==> src/rtl/led_pulse_sched_pkg.sv <==
// Shared encodings for the LED pulse scheduler: FSM state values and debug-port layout.
package led_pulse_sched_pkg;

    localparam logic [1:0] IDLE = 2'b00;
    localparam logic [1:0] ON   = 2'b01;
    localparam logic [1:0] GAP  = 2'b10;

    typedef enum logic [1:0] {
        ST_IDLE    = IDLE,
        ST_ON      = ON,
        ST_GAP     = GAP,
        ST_ILLEGAL = 2'b11
    } state_e;

    // debug = {state[1:0], last_idx[1:0]}
    localparam int DBG_W         = 4;
    localparam int DBG_STATE_LSB = 2;
    localparam int DBG_IDX_W     = 2;

endpackage

==> src/rtl/led_pulse_sched_if.sv <==
// Requester/LED side bundle of the LED pulse scheduler.
interface led_pulse_sched_if #(
    parameter int NREQ = 4
);
    logic [NREQ-1:0] req;
    logic            led;
    logic [NREQ-1:0] grant;
    logic            busy;
    logic            done;
    logic [3:0]      debug;

    modport master (output req, input led, input grant, input busy, input done, input debug);
    modport slave  (input req, output led, output grant, output busy, output done, output debug);
endinterface

==> src/rtl/led_pulse_sched_rr_pick.sv <==
// Combinational round-robin picker: first set bit of pend searching upward from last_idx+1.
module led_pulse_sched_rr_pick #(
    parameter int NREQ = 4,
    parameter int IDXW = 2
) (
    input  logic [NREQ-1:0] pend,
    input  logic [IDXW-1:0] last_idx,
    output logic            valid,
    output logic [IDXW-1:0] idx,
    output logic [NREQ-1:0] onehot
);

    logic [IDXW:0]   sum_s;
    logic [IDXW-1:0] cand_s;

    // Scan offsets 1..NREQ; the extra sum bit keeps the modulo-NREQ wrap exact for non-power-of-2 NREQ
    always_comb begin
        valid  = 1'b0;
        idx    = '0;
        onehot = '0;
        sum_s  = '0;
        cand_s = '0;
        for (int off = 1; off <= NREQ; off++) begin
            sum_s = {1'b0, last_idx} + (IDXW+1)'(off);
            if (sum_s >= (IDXW+1)'(NREQ)) begin
                sum_s = sum_s - (IDXW+1)'(NREQ);
            end else begin
                sum_s = sum_s;
            end
            cand_s = sum_s[IDXW-1:0];
            if (!valid && pend[cand_s]) begin
                valid  = 1'b1;
                idx    = cand_s;
                onehot = NREQ'(1) << cand_s;
            end else begin
                valid = valid;
            end
        end
    end

endmodule

==> src/rtl/led_pulse_sched.sv <==
// Shares one LED pulse timer between NREQ requesters with round-robin priority.
// Optional post-pulse gap state is built when LED_PULSE_SCHED_GAP_EN is defined.
module led_pulse_sched
    import led_pulse_sched_pkg::*;
#(
    parameter int NREQ   = 4,
    parameter int CTRLEN = 27,
    parameter int GAPLEN = 4
) (
    input  logic               CLK,
    input  logic               RST_N,
    led_pulse_sched_if.slave   bus
);

    localparam int              IDXW     = (NREQ > 1) ? $clog2(NREQ) : 1;
    localparam logic [IDXW-1:0] LAST_RST = IDXW'(NREQ - 1);

    state_e            state_q, state_d;
    logic [CTRLEN-1:0] cnt_q, cnt_d;
`ifdef LED_PULSE_SCHED_GAP_EN
    logic [GAPLEN-1:0] gcnt_q, gcnt_d;
`endif
    logic [NREQ-1:0]   pend_q, pend_d;
    logic [NREQ-1:0]   grant_q, grant_d;
    logic [IDXW-1:0]   last_idx_q, last_idx_d;
    logic              led_q, led_d;
    logic              busy_q, busy_d;
    logic              done_q, done_d;

    logic              pick_valid_s;
    logic [IDXW-1:0]   pick_idx_s;
    logic [NREQ-1:0]   pick_onehot_s;
    logic [DBG_IDX_W-1:0] dbg_idx_s;

    led_pulse_sched_rr_pick #(
        .NREQ (NREQ),
        .IDXW (IDXW)
    ) u_rr_pick (
        .pend     (pend_q),
        .last_idx (last_idx_q),
        .valid    (pick_valid_s),
        .idx      (pick_idx_s),
        .onehot   (pick_onehot_s)
    );

    // Next-state, counters, pending set and next output values
    always_comb begin
        state_d    = state_q;
        cnt_d      = cnt_q;
`ifdef LED_PULSE_SCHED_GAP_EN
        gcnt_d     = gcnt_q;
`endif
        pend_d     = pend_q | bus.req;
        grant_d    = grant_q;
        last_idx_d = last_idx_q;
        led_d      = led_q;
        done_d     = 1'b0;
        case (state_q)
            ST_IDLE: begin
                cnt_d   = '0;
                led_d   = 1'b0;
                grant_d = '0;
`ifdef LED_PULSE_SCHED_GAP_EN
                gcnt_d  = '0;
`endif
                // Arbitrate on registered pend only, so a fresh req needs one cycle to land
                if (pick_valid_s) begin
                    state_d    = ST_ON;
                    led_d      = 1'b1;
                    grant_d    = pick_onehot_s;
                    last_idx_d = pick_idx_s;
                    pend_d     = (pend_q & ~pick_onehot_s) | bus.req;
                end else begin
                    state_d = ST_IDLE;
                end
            end
            ST_ON: begin
                cnt_d = cnt_q + CTRLEN'(1);
                led_d = 1'b1;
                if (&cnt_q) begin
`ifdef LED_PULSE_SCHED_GAP_EN
                    state_d = ST_GAP;
`else
                    state_d = ST_IDLE;
`endif
                    led_d   = 1'b0;
                    grant_d = '0;
                    done_d  = 1'b1;
                end else begin
                    state_d = ST_ON;
                end
            end
`ifdef LED_PULSE_SCHED_GAP_EN
            ST_GAP: begin
                gcnt_d  = gcnt_q + GAPLEN'(1);
                led_d   = 1'b0;
                grant_d = '0;
                if (&gcnt_q) begin
                    state_d = ST_IDLE;
                end else begin
                    state_d = ST_GAP;
                end
            end
`endif
            default: begin
                state_d    = ST_IDLE;
                cnt_d      = '0;
`ifdef LED_PULSE_SCHED_GAP_EN
                gcnt_d     = '0;
`endif
                grant_d    = '0;
                last_idx_d = LAST_RST;
                led_d      = 1'b0;
                done_d     = 1'b0;
            end
        endcase
        busy_d = (state_d != ST_IDLE);
    end

    // State, counters, pending set and output registers
    always_ff @(posedge CLK or negedge RST_N) begin
        if (!RST_N) begin
            state_q    <= ST_IDLE;
            cnt_q      <= '0;
`ifdef LED_PULSE_SCHED_GAP_EN
            gcnt_q     <= '0;
`endif
            pend_q     <= '0;
            grant_q    <= '0;
            last_idx_q <= LAST_RST;
            led_q      <= 1'b0;
            busy_q     <= 1'b0;
            done_q     <= 1'b0;
        end else begin
            state_q    <= state_d;
            cnt_q      <= cnt_d;
`ifdef LED_PULSE_SCHED_GAP_EN
            gcnt_q     <= gcnt_d;
`endif
            pend_q     <= pend_d;
            grant_q    <= grant_d;
            last_idx_q <= last_idx_d;
            led_q      <= led_d;
            busy_q     <= busy_d;
            done_q     <= done_d;
        end
    end

    if (IDXW >= DBG_IDX_W) begin : g_dbg_trunc
        assign dbg_idx_s = last_idx_q[DBG_IDX_W-1:0];
    end else begin : g_dbg_ext
        assign dbg_idx_s = {1'b0, last_idx_q};
    end

    assign bus.led   = led_q;
    assign bus.grant = grant_q;
    assign bus.busy  = busy_q;
    assign bus.done  = done_q;
    assign bus.debug = {state_q, dbg_idx_s};

endmodule
==> src/flat_wrapper.sv <==
// flat-port wrapper written by rule: the top's interface ports become plain ports
module led_pulse_sched_flat import led_pulse_sched_pkg::*;
#(
    parameter int NREQ   = 4,
    parameter int CTRLEN = 27,
    parameter int GAPLEN = 4
)
  (CLK, RST_N, bus_req, bus_led, bus_grant, bus_busy, bus_done, bus_debug);
  led_pulse_sched_if #(.NREQ(NREQ)) bus_i ();
  input  logic CLK;
  input  logic RST_N;
  input wire logic [$bits(bus_i.req)-1:0] bus_req;
  output wire logic [$bits(bus_i.led)-1:0] bus_led;
  output wire logic [$bits(bus_i.grant)-1:0] bus_grant;
  output wire logic [$bits(bus_i.busy)-1:0] bus_busy;
  output wire logic [$bits(bus_i.done)-1:0] bus_done;
  output wire logic [$bits(bus_i.debug)-1:0] bus_debug;
  assign bus_i.req = bus_req;
  assign bus_led = bus_i.led;
  assign bus_grant = bus_i.grant;
  assign bus_busy = bus_i.busy;
  assign bus_done = bus_i.done;
  assign bus_debug = bus_i.debug;
  led_pulse_sched #(.NREQ(NREQ), .CTRLEN(CTRLEN), .GAPLEN(GAPLEN)) u_core (.CLK(CLK), .RST_N(RST_N), .bus(bus_i));
endmodule
==> config.mk <==
export PLATFORM = sky130hd
export DESIGN_NAME = led_pulse_sched_flat
export DESIGN_NICKNAME = d
export VERILOG_FILES = /design/src/rtl/led_pulse_sched_pkg.sv /design/src/rtl/led_pulse_sched_if.sv /design/src/rtl/led_pulse_sched_rr_pick.sv /design/src/rtl/led_pulse_sched.sv /design/src/flat_wrapper.sv
export SDC_FILE = /design/constraint.sdc
export NUM_CORES = 1
export LEC_CHECK = 0
export BUFFER_PORTS_ARGS = -buffer_cell sky130_fd_sc_hd__buf_2
export CAP_MARGIN = 25
export CORE_ASPECT_RATIO = 1.1
export CORE_UTILIZATION = 40
export CTS_CLUSTER_SIZE = 10
export DETAILED_ROUTE_END_ITERATION = 7
export SYNTH_ARGS = -nofsm -noshare
export SYNTH_HDL_FRONTEND = slang
export SYNTH_SLANG_ARGS = --single-unit
==> constraint.sdc <==
create_clock -name CLK -period 4.4 [get_ports CLK]
set_input_delay 0.22 -clock CLK [delete_from_list [all_inputs] [get_ports CLK]]
set_output_delay 0.22 -clock CLK [all_outputs]
set_load 0.01 [all_outputs]
==> Yosys cells after proc, flatten, opt, wreduce, memory -nomap -nowiden <==
Index checks and enable logic that the tools add are counted.
{ "op_classes": {"add_sub_neg": 9, "mul": 0, "div_mod_pow": 0, "n_lt_le_gt_ge": 8, "n_eq_ne": 3, "shift": 4, "muxes": 40, "bitwise": 5, "n_reduce_logical": 10} }
{ "ops": {"columns": ["op", "count"], "rows": [
  ["two-way mux 4 bit", 8],
  ["adder 27 x 1 -> 27 bit (second input constant)", 1],
  ["two-way mux 27 bit", 1],
  ["AND reduction 27 bit", 1],
  ["two-way mux 2 bit", 9],
  ["left shift 1 x 2 -> 4 bit (first input constant)", 4],
  ["two-way mux 1 bit", 14],
  [">= comparator 3 bit (second input constant)", 4],
  ["< comparator 2 x 3 -> 1 bit (second input constant)", 4],
  ["binary-select mux 1 bit (select 2 bit)", 4],
  ["OR 4 bit", 2],
  ["one-hot mux 2 bit (2 select lines)", 2],
  ["one-hot mux 4 bit (2 select lines)", 1],
  ["subtractor 2 x 1 -> 2 bit (second input constant)", 4],
  ["adder 2 x 2 -> 3 bit (second input constant)", 2],
  ["bitwise AND 4 bit", 1],
  ["!= test 2 x 1 -> 1 bit (second input constant)", 2],
  ["inverter 4 bit", 1],
  ["adder 2 x 1 -> 3 bit (second input constant)", 1],
  ["adder 2 x 3 -> 3 bit (second input constant)", 1],
  ["logical AND 1 bit", 3],
  ["zero test 1 bit", 3],
  ["equality test 2 x 1 -> 1 bit (second input constant)", 1],
  ["zero test 2 bit", 1],
  ["other kinds (4)", 4]
]} }
{ "word_totals": {"ff_bits": 42, "latch_bits": 0, "mem_bits_rw": 0, "mem_bits_ro": 0, "in_bits": 6, "out_inout_bits": 11, "wordCells": 87, "mem_count": 0} }

==> Depth between registers and ports, before layout <==
Gate-level depths: netlist of the first run.
{ "depth": {"depth_word": 20, "depth_mapped": 9, "depth_no_buf": 7} }

==> Hierarchy <==
Synthesis of the first run repeated with hierarchy kept, for this count alone.
{ "hier_totals": {"hier_cells": 259, "hier_area_um2": 2467.4} }
{ "by_module_without_submodules": {"columns": ["mod", "n_inst", "cells_per_inst", "area_per_inst_um2", "seq_area_each_um2"], "rows": [
  ["led_pulse_sched", 1, 177, 1836.8, 978.4],
  ["led_pulse_sched_rr_pick", 1, 82, 630.6, 0.0]
]} }

==> Worst setup path before layout of the first run <==
No wires, ideal clock.
{ "synth_path": {"path_kind": "reg-to-reg", "start": "register u_core.last_idx_q[0], in the netlist u_core.dbg_idx_s[0]", "end": "register u_core.grant_q[2], in the netlist u_core.bus.grant[2]", "setup_ps": 121, "t_arrival_ps": 2593, "required_time_ps": 4279, "path_slack_ps": 1686, "stages_incl_launch_ff": 10, "path_buffers": 3, "period_less_slack_ps": 2714, "cell_sequence": "dfstp_2 -> buf_2 -> inv_1 -> ha_1 -> buf_6 -> mux4_2 -> buf_6 -> a2111oi_4 -> o2bb2ai_2 -> a22o_1"} }
{ "synth_via": {"elab_chain_cells": 17, "elab_cells_between_ends": 44, "cone_classes": "add/sub (8); order compare (4); shift (4); mux (22); reduce/logical (6)"} }
{ "synth_lines": {"columns": ["item", "line", "rtl"], "rows": [
  ["start, declared", "led_pulse_sched.sv:25", "logic [IDXW-1:0] last_idx_q, last_idx_d;"],
  ["start signal, assigned", "led_pulse_sched.sv:142", "last_idx_q <= last_idx_d;"],
  ["adder 2 x 1 -> 3 bit", "led_pulse_sched_rr_pick.sv:24", "sum_s = {1'b0, last_idx} + (IDXW+1)'(off);"],
  [">= comparator 3 bit or subtractor 2 x 1 -> 2 bit (tied branches)", "led_pulse_sched_rr_pick.sv:25, led_pulse_sched_rr_pick.sv:26", null],
  ["two-way mux 2 bit", "led_pulse_sched_rr_pick.sv:25", "if (sum_s >= (IDXW+1)'(NREQ)) begin"],
  ["binary-select mux 1 bit (select 2 bit)", "led_pulse_sched_rr_pick.sv:31", "if (!valid && pend[cand_s]) begin"],
  ["two-way mux 1 bit (not written as such)", "led_pulse_sched_rr_pick.sv:31", null],
  ["two-way mux 1 bit", "led_pulse_sched_rr_pick.sv:31", null],
  ["zero test 1 bit", "led_pulse_sched_rr_pick.sv:31", null],
  ["logical AND 1 bit", "led_pulse_sched_rr_pick.sv:31", null],
  ["two-way mux 1 bit", "led_pulse_sched_rr_pick.sv:31", null],
  ["zero test 1 bit", "led_pulse_sched_rr_pick.sv:31", null],
  ["logical AND 1 bit", "led_pulse_sched_rr_pick.sv:31", null],
  ["two-way mux 1 bit", "led_pulse_sched_rr_pick.sv:31", null],
  ["zero test 1 bit", "led_pulse_sched_rr_pick.sv:31", null],
  ["logical AND 1 bit", "led_pulse_sched_rr_pick.sv:31", null],
  ["two-way mux 4 bit or two-way mux 1 bit (tied branches)", "led_pulse_sched_rr_pick.sv:31", null],
  ["two-way mux 4 bit *", "led_pulse_sched.sv:67", "if (pick_valid_s) begin"],
  ["one-hot mux 4 bit (2 select lines) *", "led_pulse_sched.sv:58", "case (state_q)"],
  ["end signal, assigned", "led_pulse_sched.sv:141", "grant_q <= grant_d;"],
  ["end, declared", "led_pulse_sched.sv:24", "logic [NREQ-1:0] grant_q, grant_d;"]
]} }
Mark *: on every way between the ends. The rest lies on a longest branch, timed or not. The select of a mux whose other input is x is not followed.
A chain may end at the register's enable or synchronous reset.

==> Worst setup path in the final report of the first run <==
{ "layout_path": {"start": "register u_core.last_idx_q[0], in the netlist u_core.dbg_idx_s[0]", "end": "register u_core.busy_q, in the netlist u_core.bus.busy"} }
{ "layout_via": {"elab_chain_cells": 18, "elab_cells_between_ends": 37, "cone_classes": "add/sub (8); order compare (4); mux (18); reduce/logical (7)"} }
{ "layout_lines": {"columns": ["item", "line", "rtl"], "rows": [
  ["adder 2 x 1 -> 3 bit", "led_pulse_sched_rr_pick.sv:24", null],
  [">= comparator 3 bit or subtractor 2 x 1 -> 2 bit (tied branches)", "led_pulse_sched_rr_pick.sv:25, led_pulse_sched_rr_pick.sv:26", null],
  ["two-way mux 2 bit", "led_pulse_sched_rr_pick.sv:25", null],
  ["binary-select mux 1 bit (select 2 bit)", "led_pulse_sched_rr_pick.sv:31", null],
  ["two-way mux 1 bit (not written as such)", "led_pulse_sched_rr_pick.sv:31", null],
  ["two-way mux 1 bit", "led_pulse_sched_rr_pick.sv:31", null],
  ["zero test 1 bit", "led_pulse_sched_rr_pick.sv:31", null],
  ["logical AND 1 bit", "led_pulse_sched_rr_pick.sv:31", null],
  ["[3 not listed]", null, null],
  ["two-way mux 1 bit", "led_pulse_sched_rr_pick.sv:31", null],
  ["zero test 1 bit", "led_pulse_sched_rr_pick.sv:31", null],
  ["logical AND 1 bit", "led_pulse_sched_rr_pick.sv:31", null],
  ["two-way mux 1 bit *", "led_pulse_sched_rr_pick.sv:31", null],
  ["two-way mux 1 bit *", "led_pulse_sched.sv:67", null],
  ["one-hot mux 2 bit (2 select lines) *", "led_pulse_sched.sv:58", null],
  ["nonzero test 2 bit *", "led_pulse_sched.sv:117", "busy_d = (state_d != ST_IDLE);"],
  ["net u_core.busy_d", "led_pulse_sched.sv:27", "logic busy_q, busy_d;"],
  ["end signal, assigned", "led_pulse_sched.sv:144", "busy_q <= busy_d;"],
  ["end, declared", "led_pulse_sched.sv:27", null]
]} }
Mark *: on every way through the listed nets, which the timed path passes. The rest lies on a longest branch. The select of a mux whose other input is x is not followed.

==> results of run 1 <==
-- path summary, 6_finish.rpt --
path	from	endpoint	slack, ns	cells after the start
min in group CLK	bus_req[2]	u_core.pend_q[2]	0.20	3
min reg2reg	u_core.bus.grant[0]	u_core.bus.grant[0]	0.50	1
max in group asynchronous	RST_N	u_core.cnt_q[12]	3.80	1
min	RST_N	u_core.cnt_q[19]	0.04	1
max reg2reg	u_core.dbg_idx_s[0]	u_core.bus.busy	1.20	6
max	u_core.dbg_idx_s[0]	u_core.bus.busy	1.20	6
-- registers in the layout (all words and copies together) (netlist names) --
register          flops
u_core.pend_q         4
u_core.dbg_idx_s      2
u_core.cnt_q         27
u_core.bus.busy       1
u_core.bus.done       1
u_core.bus.grant      4
-- power by group through the flow --
stage | clock [W] | sequential [W] | combinational (W)
2_1_floorplan | 0 | 0.000482 | 0.000355
3_3_place_gp | 0 | 0.000519 | 0.000401
3_5_place_dp | 0 | 0.000521 | 0.000402
4_1_cts | 0.000225 | 0.000516 | 0.000404
5_1_grt | 0.000237 | 0.000528 | 0.000453
6_report | 0.000218 | 0.000516 | 0.000402
-- placed cells by master (no fill, tap or decap), drive strengths merged, types with 7 or more instances in the layout --
cell	instances
a21oi	7
buf	15
nand4	7
xor2	17
o22ai	7
nand2	10
nor2	43
xnor2	9
ha	9
and3	7
dfrtp	37
nand3	15
-- kinds of logic after synthesis --
family | Yosys count | share of synthesized area, %
adder cells (fa/ha/maj) | 9 | 4.77
AND/OR/NAND/NOR | 105 | 22.5
buffers and inverters | 17 | 4.02
other | 1 | 0.159
AO/OA/AOI/OAI | 34 | 11.1
flip-flops | 39 | 41.4
multiplexers | 10 | 6.41
XOR/XNOR | 26 | 9.64
-- layout make-up --
| type | count | area, µm² | share of cell area (%) |
|---|---|---|---|
| Multi-Input combinational cell | 185 | 1290 | 51.0 |
| Clock buffer | 6 | 72.6 | 2.87 |
| Sequential cell | 39 | 978 | 38.7 |
| Timing Repair Buffer | 15 | 75.1 | 2.97 |
| Tap cell | 77 | 96.3 | 3.81 |
| Inverter | 4 | 15.0 | 0.594 |
-- per-layer routing --
layer / up-vias / track usage (%)
met5: - / 0
met4: 0 / 5.37
met3: 7 / 3.88
met2: 35 / 24.6
met1: 827 / 21.4
li1: 860 / -
-- stage by stage --
| stage | hold WS, ns | setup WS [ns] |
|---|---|---|
| after floorplan | -0.0756 | 1.69 |
| after global placement | 0.378 | 1.30 |
| after detailed placement | 0.384 | 1.24 |
| after CTS | 0.0779 | 1.23 |
| after global routing | 0.124 | 1.02 |
| final | 0.0435 | 1.20 |
==> metrics.csv, run 1 <==
stage,metric,value,unit
run_status,status,"complete, no violations",
clocking,cts_buffers,5,
drt,avgViaCountPerCell,5.30,
drt,drt-initial-drc-count,131,
critical_path,crit_fanout,22,
critical_path,cp.required,4.56,ns
drt,drt-wirelength-per-cell,14.3,µm
grt,first_global_vias,1544,
layout,fin_nets,265,
power_and_ir_drop,p_switching,0.000423,W
grt,grt_use_total,15.8,%
sta,finalHoldViolCount,0,
floorplan,initial_core_util,41.2,%
placement,portBuffers,15,
synthesis,synth_area,0.00236,mm²
clocking,cts_tree,built,
layout,instances_no_fill,326,
floorplan,die_w,75.3,µm
power_and_ir_drop,p_int,0.000713,W
clocking,htree_levels,2,
drt,drtPass1Iterations,4,
critical_path,path_delay_family,flip-flops,
sta,tns,0,ns
layout,nFillCells,554,
sta,worstMarginPinSlew,0.860,ns
clocking,cts_setup_buffers,0,
grt,antenna_found_initial,0,
drt,post-route-drc-count,0,
synthesis,synthTopCellsByArea,"dfrtp_1 39%, nor2_1 6.8%, xor2_1 6.3%",
floorplan,core_area,0.00573,mm²
critical_path,worst-path-buf-inv,1,
power_and_ir_drop,finalPower,0.00114,W
sta,setup-violations-final,0,
placement,placed_area,0.00245,mm²
layout,area_growth,6.94,%
worst_hold_path,min_path_type,in2async,
sta,max_freq,313,MHz
floorplan,rows,29,
layout,final_util,44.1,%
synthesis,ys.flop_type,dfrtp_1,
sta,period_share,72.7,%
sta,post-route-min-period,3.20,ns
sta,fin_skew,0.00534,ns
drt,top_layer_used,met4,
synthesis,synth-seq-cells,39,
sta,slew_viol_final,0,
synthesis,synth_top_area_share,39.2,%
clocking,cts_resized,0,
synthesis,synth_cell_types,44,
layout,insertedDiodeCount,0,
clocking,cts_sinks,39,
critical_path,crit_path_start_kind,register,
drt,wl_met1,2.24,mm
run,maxCapViolations,0,
grt,grt_max_degree,40,
sta,slew_headroom,42.7,%
floorplan,die-area,0.00622,mm²
clocking,cts.reportedPaths.clkPinSlew,0.07,ns
synthesis,synthTopCellsByCount,"43 x nor2_1, 37 x dfrtp_1, 17 x xor2_1",
power_and_ir_drop,clkPwrFrac,19.2,%
synthesis,synth_async_sr_flop_share,100,%
clocking,clockBufferDepth,2,
critical_path,critPathKind,reg2reg,
power_and_ir_drop,seqPwrFrac,45.4,%
grt,grt_overflow,0,
power_and_ir_drop,cellPowerDensity,450,mW/mm²
power_and_ir_drop,p_leak,1.10,nW
synthesis,yosysMostFrequentCell,nor2_1,
placement,hpwl,3.20,mm
critical_path,path_cells,inv_1 > ha_1 > mux4_2 > nor3_2 > a21oi_1 > or2_2,
synthesis,yosys_warnings,0,
clocking,clk-insertion-delay-late,0.28,ns
floorplan,die_y,82.6,µm
drt,wl_met2,2.13,mm
layout,finalInstanceArea,0.00253,mm²
synthesis,yosys.area.top_type,dfrtp_1,
synthesis,ys_seq_area_share,41.4,%
power_and_ir_drop,comb_power_share,35.4,%
power_and_ir_drop,peakVddDrop,0.000175,V
synthesis,synth_nets,256,
sta,rsz0062_at_grt,false,
synthesis,synth_cells,241,
clocking,root_buffer,clkbuf_8,
grt,grt_pass1_wl,7.31,mm
critical_path,max_stage_delay,0.80,ns
placement,place_inst,320,
drt,ant_nets,0,
clocking,postCtsHoldBufs,0,
drt,vias,1729,
synthesis,avgSynthCellArea,9.80,µm²
floorplan,ios,17,
critical_path,cp_slowest_cell,dfstp_2,
placement,gp_congestion,0.766,
layout,drive_gt1_share,14.1,%
synthesis,synth_edf_count,0,
critical_path,cp_data_arrival_time,3.36,ns
critical_path,crit_path_end_kind,register,
drt,wl,4.65,mm
power_and_ir_drop,netSwitchingFraction,37.2,%
drt,wl_met3,213,µm
(Power assumes the default switching activity.)
==> run 2: changes to the inputs <==
--- a/config.mk
+++ b/config.mk
@@ -5,6 +5,7 @@
 export SDC_FILE = /design/constraint.sdc
 export NUM_CORES = 1
 export LEC_CHECK = 0
+export ABC_AREA = 1
 export BUFFER_PORTS_ARGS = -buffer_cell sky130_fd_sc_hd__buf_2
 export CAP_MARGIN = 25
 export CORE_ASPECT_RATIO = 1.1
==> constraint.sdc (replaced) <==
create_clock -name CLK -period 2.6 [get_ports CLK]
set_input_delay 0.13 -clock CLK [delete_from_list [all_inputs] [get_ports CLK]]
set_output_delay 0.13 -clock CLK [all_outputs]
set_load 0.01 [all_outputs]
==> run 2 against run 1 <==
Critical path depth is 4 higher. Clock power up 110%. Area after synthesis up 4.9%. Critical endpoint is now u_core.pend_q[0]. Largest power group unchanged.
==> metrics.csv, run 2 <==
stage,metric,value,unit
synthesis,synth-seq-cells,39,
critical_path,reg2reg_depth,10,
layout,insertedDiodeCount,0,
critical_path,path_cells,inv_1 > ha_1 > inv_1 > nand3_1 > nand2_4 > nand4_4 > nand3_1 > nand2_1 > nand2_1 > nand2_1,
clocking,clockBufferDepth,2,
layout,fin_nets,333,
floorplan,die-area,0.00651,mm²
grt,antenna_found_initial,0,
clocking,root_buffer,clkbuf_8,
worst_hold_path,whs_path_depth,3,
synthesis,synth_area,0.00248,mm²
synthesis,synthTopCellsByArea,"dfrtp_1 37%, nand2_1 8.5%, nor2_1 4.7%",
floorplan,ios,17,
sta,fin_skew,0.0100,ns
critical_path,r2r_setup_slack,0.39,ns
sta,tns,0,ns
sta,rsz0062_at_grt,false,
floorplan,rows,29,
critical_path,crit_path_start_kind,register,
synthesis,synthAdderAreaFrac,4.55,%
synthesis,synth_top_area_share,37.4,%
worst_hold_path,min_path_type,in2reg,
synthesis,synth_edf_count,0,
critical_path,crit_top_cell,nand2_1,
run_status,status,"complete, no violations",
worst_hold_path,worstHoldStart,bus_req[2],
clocking,htree_levels,2,
critical_path,crit_path_end_kind,register,
sta,worstMarginPinSlew,0.882,ns
synthesis,yosysMostFrequentCell,nand2_1,
sta,slew_headroom,41.2,%
clocking,cts_tree,built,
drt,post-route-drc-count,0,
synthesis,synth_simple_gate_area_share,37.5,%
layout,largest_register,u_core.cnt_q,
floorplan,die_y,84.5,µm
floorplan,die_w,77.0,µm
power_and_ir_drop,clkPwrFrac,42.2,%
power_and_ir_drop,finalPower,0.00108,W
synthesis,synth-compound-area-share,8.94,%
synthesis,synth_cell_types,40,
synthesis,ys_seq_area_share,39.5,%
critical_path,max_stage_delay,0.64,ns
layout,area_growth,10.1,%
grt,grt_use_total,17.7,%
sta,period_share,85.2,%
power_and_ir_drop,cellPowerDensity,396,mW/mm²
placement,portBuffers,15,
sta,setup-violations-final,0,
power_and_ir_drop,peakVddDrop,0.000270,V
sta,finalWorstSetupSlack,0.386,ns
critical_path,crit_fanout,10,
floorplan,initial_core_util,42.1,%
critical_path,path_delay_family,simple AND/OR/NAND/NOR gates,
power_and_ir_drop,netSwitchingFraction,23.4,%
sta,max_freq,452,MHz
synthesis,synth_cells,300,
run,maxCapViolations,0,
drt,avgViaCountPerCell,4.94,
floorplan,core_area,0.00588,mm²
power_and_ir_drop,seqPwrFrac,56.2,%
synthesis,synth.area.mux_share,0,%
clocking,cts_setup_buffers,0,
layout,drive_gt1_share,23.5,%
critical_path,cp_data_arrival_time,2.41,ns
critical_path,crit-reg2reg-launch,u_core.dbg_idx_s[1],
layout,final_common_cell,nand2_1,
drt,wl,5.08,mm
sta,slew_viol_final,0,
critical_path,cp_slowest_cell,dfstp_2,
placement,gp_congestion,0.794,
critical_path,cp.required,2.80,ns
synthesis,yosys.area.top_type,dfrtp_1,
critical_path,worst-path-buf-inv,2,
power_and_ir_drop,p_switching,0.000252,W
power_and_ir_drop,comb_power_share,1.6,%
drt,drt-wirelength-per-cell,12.8,µm
worst_hold_path,hold_end,u_core.pend_q[2],
sta,finalHoldViolCount,0,
synthesis,yosys_warnings,0,
synthesis,ys.flop_type,dfrtp_1,
clocking,cts_sinks,39,
synthesis,synth_async_sr_flop_share,100,%
synthesis,synth_nets,315,
drt,drt-initial-drc-count,122,
grt,grt_overflow,0,
grt,first_global_vias,1962,
synthesis,avgSynthCellArea,8.26,µm²
layout,layout_common_cells,"56 x nand2_1, 37 x dfrtp_1, 31 x nor2_1, 25 x inv_1, 21 x nand3_1",
placement,hpwl,3.78,mm
power_and_ir_drop,p_leak,1.28,nW
placement,place_ws,0.405,ns
drt,drtPass1Iterations,4,
synthesis,synthTopCellsByCount,"56 x nand2_1, 37 x dfrtp_1, 31 x nor2_1",
layout,largest_register_ffs,27,
synthesis,synth_xor_area_share,2.12,%
sta,post-route-min-period,2.21,ns
critical_path,critPathKind,reg2reg,
drt,ant_nets,0,
clocking,clk-insertion-delay-late,0.30,ns
critical_path,r2r_end,u_core.pend_q[0],
clocking,cts_buffers,5,
clocking,cts.reportedPaths.clkPinSlew,0.08,ns
grt,grt_pass1_wl,9.11,mm
grt,grt_max_degree,40,
drt,vias,1958,
power_and_ir_drop,p_int,0.000827,W
synthesis,synth_top_family_by_area,simple AND/OR/NAND/NOR gates,
[run 2: cells by family (layout without fill, tap and decap cells)]
kind of cell / count (synthesis) / in the layout
AO/OA/AOI/OAI: 39 / 39
XOR/XNOR: 6 / 6
adder cells (fa/ha/maj): 9 / 9
buffers and inverters: 40 / 59
flip-flops: 39 / 39
other: 1 / 1
AND/OR/NAND/NOR: 166 / 166
[run 2: final cells by class]
type	count	area, µm²
Clock buffer	6	82.6
Clock inverter	2	16.3
Fill cell	622	3150
Inverter	33	134
Multi-Input combinational cell	221	1320
Sequential cell	39	978
Tap cell	77	96.3
Timing Repair Buffer	18	100
[run 2: stage by stage]
step	cell area [µm²]	hold slack (ns)	utilization, %	std cells
after global placement	2620	0.310	44.5	387
after global routing	2730	0.00983	46.4	396
final	2730	0.0121	46.4	396
after CTS	2730	0.00603	46.4	396
after floorplan	2480	-0.166	-	300
after detailed placement	2620	0.308	44.5	387
[run 2: worst register-to-register path, cell delays in order (launching register included)]
cell and delay, ns:
dfstp_2 0.64, inv_1 0.18, ha_1 0.39, inv_1 0.14, nand3_1 0.13, nand2_4 0.13
nand4_4 0.16, nand3_1 0.14, nand2_1 0.09, nand2_1 0.06, nand2_1 0.05
[run 2: how the worst max path moves through the flow]
stage	startpoint	endpoint	slack, ns	depth (start not counted)
final	u_core.dbg_idx_s[1]	u_core.pend_q[0]	0.39	10
after global routing	u_core.dbg_idx_s[1]	u_core.pend_q[0]	0.19	11
after CTS	u_core.dbg_idx_s[1]	u_core.pend_q[0]	0.39	10
after detailed placement	u_core.dbg_idx_s[1]	u_core.pend_q[0]	0.40	10
after global placement	u_core.dbg_idx_s[1]	u_core.pend_q[0]	0.46	11
after floorplan	u_core.dbg_idx_s[0]	u_core.pend_q[1]	0.59	11
[run 2: power groups by stage]
| stage | sequential (W) | clock, W | combinational (W) |
|---|---|---|---|
| 5_1_grt | 0.000606 | 0.000489 | 0.0000219 |
| 6_report | 0.000606 | 0.000455 | 0.0000177 |
| 2_1_floorplan | 0.000618 | 0 | 0.00000285 |
| 4_1_cts | 0.000606 | 0.000470 | 0.0000192 |
| 3_5_place_dp | 0.000618 | 0 | 0.0000179 |
| 3_3_place_gp | 0.000618 | 0 | 0.0000180 |
[run 2: what timing repair did]
item / CTS / global route
hold buffers: 1 / 0
gates resized for setup: 0 / 0
endpoints found under the hold margin: 37 / 0
[run 2: routing by layer]
metal  global-route usage, %  vias to the layer above  wire length [µm]
met3                    2.72                        7               148
met5                       0                        -                 0
met4                    6.52                        0                72
met2                    29.5                       34              2490
li1                        -                     1005                 -
met1                    23.1                      912              2370
